$ cat config.mk
export PLATFORM = sky130hd
export DESIGN_NAME = serial_deser_rx
export DESIGN_NICKNAME = d
export VERILOG_FILES = /design/src/rtl/serial_deser_rx.sv
export SDC_FILE = /design/constraint.sdc
export NUM_CORES = 1
export LEC_CHECK = 0
export ABC_AREA = 1
export CAP_MARGIN = 20
export CORE_MARGIN = 8
export CORE_UTILIZATION = 30
export DETAILED_ROUTE_END_ITERATION = 10
export HOLD_SLACK_MARGIN = 0.06
export PLACE_DENSITY_LB_ADDON = 0.1
export SYNTH_ARGS = -nofsm -noshare
export SYNTH_HDL_FRONTEND = slang
export SYNTH_SLANG_ARGS = --single-unit
$ cat constraint.sdc
create_clock -name clk -period 2.2 [get_ports clk]
set_input_delay 0.55 -clock clk [delete_from_list [all_inputs] [get_ports clk]]
set_output_delay 0.55 -clock clk [all_outputs]
set_load 0.05 [all_outputs]
$ cat src/rtl/serial_deser_rx.sv
// serial_deser_rx: framed serial-to-parallel receiver.
//   Frame: start(0), WIDTH data bits, [even parity], stop(1), sampled on sin_en strobes.
//   Word order follows msb_first, captured at the start bit.
//   Optional feature macro: PARITY_EN (adds a parity bit and live parity_err).
// Ports:
//   clk        rising-edge clock
//   clr        asynchronous active-high reset
//   sin        serial data line (idles high)
//   sin_en     bit strobe; sin is only sampled when high
//   msb_first  1: first data bit is MSB, 0: first data bit is LSB
//   dout       received word (valid/ready output port)
//   dout_valid dout holds an unconsumed word
//   dout_ready consumer accepts dout on an edge with dout_valid=1
//   frame_err  one-cycle pulse, stop bit sampled as 0
//   parity_err one-cycle pulse, parity mismatch (0 without PARITY_EN)
//   overrun    sticky, a good word was dropped because dout was full
module serial_deser_rx #(
  parameter int unsigned WIDTH = 4
) (
  input  logic             clk,
  input  logic             clr,
  input  logic             sin,
  input  logic             sin_en,
  input  logic             msb_first,
  output logic [WIDTH-1:0] dout,
  output logic             dout_valid,
  input  logic             dout_ready,
  output logic             frame_err,
  output logic             parity_err,
  output logic             overrun
);

  localparam int unsigned CW = $clog2(WIDTH);

`ifdef PARITY_EN
  typedef enum logic [1:0] {IDLE = 2'd0, DATA = 2'd1, PARITY = 2'd2, STOP = 2'd3} state_e;
`else
  typedef enum logic [1:0] {IDLE = 2'd0, DATA = 2'd1, STOP = 2'd3} state_e;
`endif

  state_e          state_q, state_d;
  logic [WIDTH-1:0] sr_q, sr_d;
  logic [CW-1:0]   cnt_q, cnt_d;
  logic            dir_q, dir_d;
  logic [WIDTH-1:0] dout_q, dout_d;
  logic            valid_q, valid_d;
  logic            ferr_q, ferr_d;
  logic            perr_q, perr_d;
  logic            ovr_q, ovr_d;
  logic            parity_bad;

`ifdef PARITY_EN
  logic            par_q, par_d;

  // Even parity: data bits plus parity bit must hold an even number of ones.
  assign parity_bad = ^{sr_q, par_q};

  always_ff @(posedge clk or posedge clr) begin
    if (clr) par_q <= 1'b0;
    else     par_q <= par_d;
  end
`else
  assign parity_bad = 1'b0;
`endif

  // State and datapath registers.
  always_ff @(posedge clk or posedge clr) begin
    if (clr) begin
      state_q <= IDLE;
      sr_q    <= '0;
      cnt_q   <= '0;
      dir_q   <= 1'b0;
      dout_q  <= '0;
      valid_q <= 1'b0;
      ferr_q  <= 1'b0;
      perr_q  <= 1'b0;
      ovr_q   <= 1'b0;
    end else begin
      state_q <= state_d;
      sr_q    <= sr_d;
      cnt_q   <= cnt_d;
      dir_q   <= dir_d;
      dout_q  <= dout_d;
      valid_q <= valid_d;
      ferr_q  <= ferr_d;
      perr_q  <= perr_d;
      ovr_q   <= ovr_d;
    end
  end

  // Next-state and output logic.
  always_comb begin
    state_d = state_q;
    sr_d    = sr_q;
    cnt_d   = cnt_q;
    dir_d   = dir_q;
    dout_d  = dout_q;
    // A pending word is consumed on any edge where the consumer is ready.
    valid_d = valid_q & ~dout_ready;
    ferr_d  = 1'b0;
    perr_d  = 1'b0;
    ovr_d   = ovr_q;
`ifdef PARITY_EN
    par_d   = par_q;
`endif

    case (state_q)
      IDLE: begin
        if (sin_en && !sin) begin
          dir_d   = msb_first;
          sr_d    = '0;
          cnt_d   = '0;
          state_d = DATA;
        end
      end
      DATA: begin
        if (sin_en) begin
          if (dir_q) sr_d = {sr_q[WIDTH-2:0], sin};
          else       sr_d = {sin, sr_q[WIDTH-1:1]};
          cnt_d = cnt_q + CW'(1);
          if (cnt_q == CW'(WIDTH - 1)) begin
`ifdef PARITY_EN
            state_d = PARITY;
`else
            state_d = STOP;
`endif
          end
        end
      end
`ifdef PARITY_EN
      PARITY: begin
        if (sin_en) begin
          par_d   = sin;
          state_d = STOP;
        end
      end
`endif
      STOP: begin
        if (sin_en) begin
          state_d = IDLE;
          if (!sin) begin
            ferr_d = 1'b1;
          end else if (parity_bad) begin
            perr_d = 1'b1;
          end else if (!valid_q || dout_ready) begin
            // Holding register is free or being emptied on this same edge.
            dout_d  = sr_q;
            valid_d = 1'b1;
          end else begin
            ovr_d = 1'b1;
          end
        end
      end
      default: state_d = IDLE;
    endcase
  end

  assign dout       = dout_q;
  assign dout_valid = valid_q;
  assign frame_err  = ferr_q;
  assign parity_err = perr_q;
  assign overrun    = ovr_q;

endmodule

---- Word level (Yosys, flattened, before mapping) ----
Cells that the tools add are included.
word-level totals
  flip-flop bits (word level) ............. 16
  logic and storage cells ................. 49
  input bits .............................. 6
operators by class
  reduce and logical (&&, ||, !) cells .... 11
  equality and inequality tests ........... 7
  bitwise logic cells ..................... 3
  muxes and demuxes ....................... 19
  add/sub/neg operators ................... 1
operators with widths
  kind                   number
  $mux W2                6
  $mux W4                3
  $reduce_and A4 Y1      3
  $ne A2 B2 Y1 const B   4
  $pmux W4 S2            1
  $mux W1                7
  $pmux W2 S3            1
  $eq A2 B2 Y1 const B   2
  $pmux W2 S2            1
  $reduce_and A3 Y1      1
  $add A2 B1 Y2 const B  1
  $eq A2 B1 Y1 const B   1
  $logic_not A1 Y1       2
  $logic_not A2 Y1       1
  $not A1 Y1             2
  $reduce_and A2 Y1      1
  $reduce_bool A2 Y1     1
  $and A1 B1 Y1          1
  $logic_and A1 B1 Y1    1
  $logic_or A1 B1 Y1     1

---- Logic depth before layout (Yosys ltp) ----
  depth after elaboration ................. 6
  gate-level depth with buffers ........... 6
  depth with buffers taken out ............ 6

---- Least setup slack after synthesis ----
No wires, ideal clock.
  kind .................................... register -> register
  from .................................... register valid_q, in the netlist dout_valid
  to ...................................... register dout_q[0], in the netlist dout[0]
  path buffers ............................ 0
  data arrival time ....................... 1.104 ns
  stages on the path, launching flop included .. 7
  data required time ...................... 2.135 ns
  path slack .............................. 1.030 ns
  cells stage by stage .................... dfrtp_1 > inv_1 > nor2_1 > inv_1 > nand2_4 > nand2_1 > nand2_1
between the ends
  cells in the longest elaborated chain, start to end .. 3
RTL lines
  what                         line  text
  from (decl)                  46    logic valid_q, valid_d;
  from (signal assigned)       84    valid_q <= valid_d;
  $logic_not A1 Y1             145   end else if (!valid_q || dout_ready) begin
  $logic_or A1 B1 Y1           145
  $reduce_and A4 Y1 (no line)  --
  to (signal assigned)         83    dout_q <= dout_d;
  to (decl)                    45    logic [WIDTH-1:0] dout_q, dout_d;
No other way between the ends.
A chain may end at the register's enable or synchronous reset.

---- Worst setup path in the final report ----
  from .................................... register ovr_q, in the netlist overrun
  to ...................................... output overrun
RTL lines
  what                    line  text
  from (decl)             49    logic ovr_q, ovr_d;
  from (signal assigned)  87    ovr_q <= ovr_d;
  to (decl)               30    output logic overrun
No word-level cell between the ends.

==> impl_metrics.toml <==
[global_route]
grt_start_max_net_pins = 17
grt_pass1_vias = 638
global_route_wire_length_before_repair_mm = 2.85
initial_antenna_violation_count = 0
grt.met1_usage = 0.0902
layer_with_the_highest_usage = "met2"
gr-usage-all-layers = 0.0834
use_met2 = 0.138
grt_remaining_overflow = 0
met3_usage = 0.0397

[setup_path]
critical_path_buf_inv_count = 1
critical-path-max-stage-delay_ns = 0.81
worst-endpoint-arrival_ns = 1.47
reg2reg_from = "state_q[1]$_DFFE_PP0P_"
cp_max_fo = 2
number_of_cells_on_the_critical_path = 1
critical_path.endpoint_type = "output port"
crit_path_start_kind = "register"
worstRegToRegCells = 5
cp_cell_sequence = "clkdlybuf4s50_1"
worstSetupStartpoint = "overrun$_DFFE_PP0P_"
cpMaxStageDelayCell = "sky130_fd_sc_hd__clkdlybuf4s50_1"
timing.setup.critical_path_class = "reg -> out"
critical_path_required_ns = 1.65
cpLargestDelayFamily = "buffers and inverters"

[flow_run]
drv.max_cap_violation_count = 0

[finish]
fillerInstances = 262
area.sequential_um2 = 400
n_antenna_cell = 0
area_delta_synth_final_pct = 23.4
finalNetCount = 122
drive_gt1_frac = 0.114
multi_input_comb_area_um2 = 345

[routing]
drc = 0
routed_wl_mm = 1.61
routed_wl_per_cell_um = 11.2
vias = 643
first_pass_iters = 4
dr.first_iter.drc_count = 30
ant_nets = 0
detail_route.vias_per_cell = 4.47

[clock_tree]
numCtsBuffers = 3
postCtsSetupBuffers = 0
ctsRootBufferMaster = "sky130_fd_sc_hd__clkbuf_4"
worstSkewPairLatency_ns = 0.29
cts-hold-fix-buffers = 0
htreeDepth = 1
number_of_sinks_on_the_clock_net = 16
ctsLongestPathBuffers = 2
clk_pin_slew_ns = 0.09
cts_tree = "yes"
cts_resized = 0

[die]
initial_utilization = 0.319
placeableCoreArea_um2 = 2500
die-width_um = 67.6
total_number_of_placement_rows = 18
die_area_um2 = 4570
io-pin-count = 14
die_h_um = 67.6

[synth]
main_flop_type_after_synthesis = "sky130_fd_sc_hd__dfrtp_1"
netlist_top_cells_area = "sky130_fd_sc_hd__dfrtp_1, sky130_fd_sc_hd__nand2_1, sky130_fd_sc_hd__nand3_1"
net_count_of_the_mapped_netlist = 106
postSynthRegisterBits = 16
synth-edff-count = 0
synth_top_area_frac = 0.502
netlist_top_cells_count = "sky130_fd_sc_hd__nand2_1, sky130_fd_sc_hd__dfrtp_1, sky130_fd_sc_hd__nand3_1"
ys.warnings.count = 0
post_syn_instances = 99
share_of_synthesized_registers_carrying_an_async_set_or_reset = 1.00
yosysUniqueCellTypes = 18
synth_area_per_cell_um2 = 8.06
synth.largest_area_cell = "sky130_fd_sc_hd__dfrtp_1"
post_synthesis_cell_area_um2 = 798
synth_seq_area_share = 0.502
synth_most_common_cell = "sky130_fd_sc_hd__nand2_1"

[timing]
final_min_period_over_clock_period = 0.919
worst_clock_skew_ns = 0.00866
final_hold_viol_count = 0
finalCriticalPeriod_ns = 2.02
timing_worst_slew_pin_value_ns = 0.614
rsz0062_at_grt = "no"
postLayoutSetupSlackWorst_ns = 0.179
final.setup.tns_ns = 0
final-setup-viol-count = 0
report.final.slew_viol_count = 0
maxClockFrequency_mhz = 495
timing.max_slew.rel_slack = 0.590

[placement]
dp_slack_ns = 0.430
global_placement_routability_congestion = 0.737
hpwlAfterDp_mm = 1.29
io_buffers = 12

[hold_path]
hp-class = "reg -> reg"
min-delay-start = "dout[0]$_DFFE_PP0P_"
worst_hold_path.num_cells = 2

[outcome]
status = "complete, no violations"

[pwr]
max_ir_drop_vdd_v = 0.000522
power_per_cell_area_nw_per_um2 = 1090
cellLeakagePower_nw = 0.509
[worst paths after layout]
kind | slack, ns | endpoint
worst max-delay path | 0.18 | overrun
worst min-delay path | 0.48 | dout[0]$_DFFE_PP0P_
worst max register to register | 1.06 | sr_q[2]$_DFFE_PP0P_
worst min register to register | 0.48 | dout[0]$_DFFE_PP0P_
max in group asynchronous | 1.18 | dout[3]$_DFFE_PP0P_
min in group asynchronous | 0.62 | state_q[0]$_DFFE_PP0P_
[cell type report]
class | count | share of cell area
flip-flops and latches | 16 | 0.407
multi-input cells | 70 | 0.351
repair buffers | 12 | 0.122
inverters | 12 | 0.0457
well taps | 30 | 0.0381
clock buffers | 4 | 0.0368
[routing by layer]
metal,vias up,part of all wire
met2,14,0.48
met1,293,0.45
met4,0,0.011
li1,334,-
met3,2,0.061
met5,-,0
[power breakdown]
| group | internal (mW) | switching (mW) |
|---|---|---|
| Sequential | 0.384 | 0.0757 |
| Clock | 0.101 | 0.0975 |
| Combinational | 0.146 | 0.264 |
[kinds of logic (layout without fill, tap and decap cells)]
kind of cell             Yosys count  after routing  share of synthesized area
AND/OR/NAND/NOR                   65             65                      0.387
flip-flops                        16             16                      0.502
buffers and inverters             13             28                     0.0658
AO/OA/AOI/OAI                      3              3                     0.0251
adder cells (fa/ha/maj)            1              1                     0.0157
other                              1              1                    0.00470
[tightest hold or removal path, stage by stage (launching register included)]
cell and delay (ns):
sky130_fd_sc_hd__dfrtp_1 0.35, sky130_fd_sc_hd__nand2_1 0.05, sky130_fd_sc_hd__nand2_1 0.05
[through the flow]
step           std cells  hold slack (ns)  total power, mW  utilization  area (um2)
3_5_place_dp         140            0.463            0.886        0.379         948
2_1_floorplan         99            0.464            0.757            -         798
5_1_grt              144            0.500             1.16        0.394         985
4_1_cts              144            0.487             1.09        0.394         985
6_report             144            0.481             1.07        0.394         985
3_3_place_gp         140            0.464            0.881        0.379         948
[cells in the final DEF, fill, tap and decap left out]
cell type / synthesis / final
sky130_fd_sc_hd__nand2_1: 37 / 37
sky130_fd_sc_hd__dfrtp_1: 16 / 16
sky130_fd_sc_hd__nand3_1: 12 / 12
sky130_fd_sc_hd__clkdlybuf4s50_1: 0 / 12
sky130_fd_sc_hd__inv_1: 11 / 11
sky130_fd_sc_hd__nor2_1: 7 / 7
sky130_fd_sc_hd__nand2_4: 3 / 3
sky130_fd_sc_hd__clkbuf_4: 0 / 3
sky130_fd_sc_hd__nor2_4: 2 / 2
sky130_fd_sc_hd__inv_2: 1 / 1
sky130_fd_sc_hd__nand3_2: 1 / 1
sky130_fd_sc_hd__nand4_1: 1 / 1
sky130_fd_sc_hd__nand2_2: 1 / 1
sky130_fd_sc_hd__o22ai_1: 1 / 1
sky130_fd_sc_hd__nor3_1: 1 / 1
sky130_fd_sc_hd__o21ai_0: 1 / 1
sky130_fd_sc_hd__a21o_2: 1 / 1
sky130_fd_sc_hd__ha_1: 1 / 1
sky130_fd_sc_hd__conb_1: 1 / 1
sky130_fd_sc_hd__clkbuf_8: 0 / 1
[state kept, by name, indices dropped and copies added (netlist names)]
signal      count
overrun         1
dir_q           1
cnt_q           2
state_q         2
dout_valid      1
frame_err       1
dout            4
sr_q            4
(Power assumes the default switching activity.)
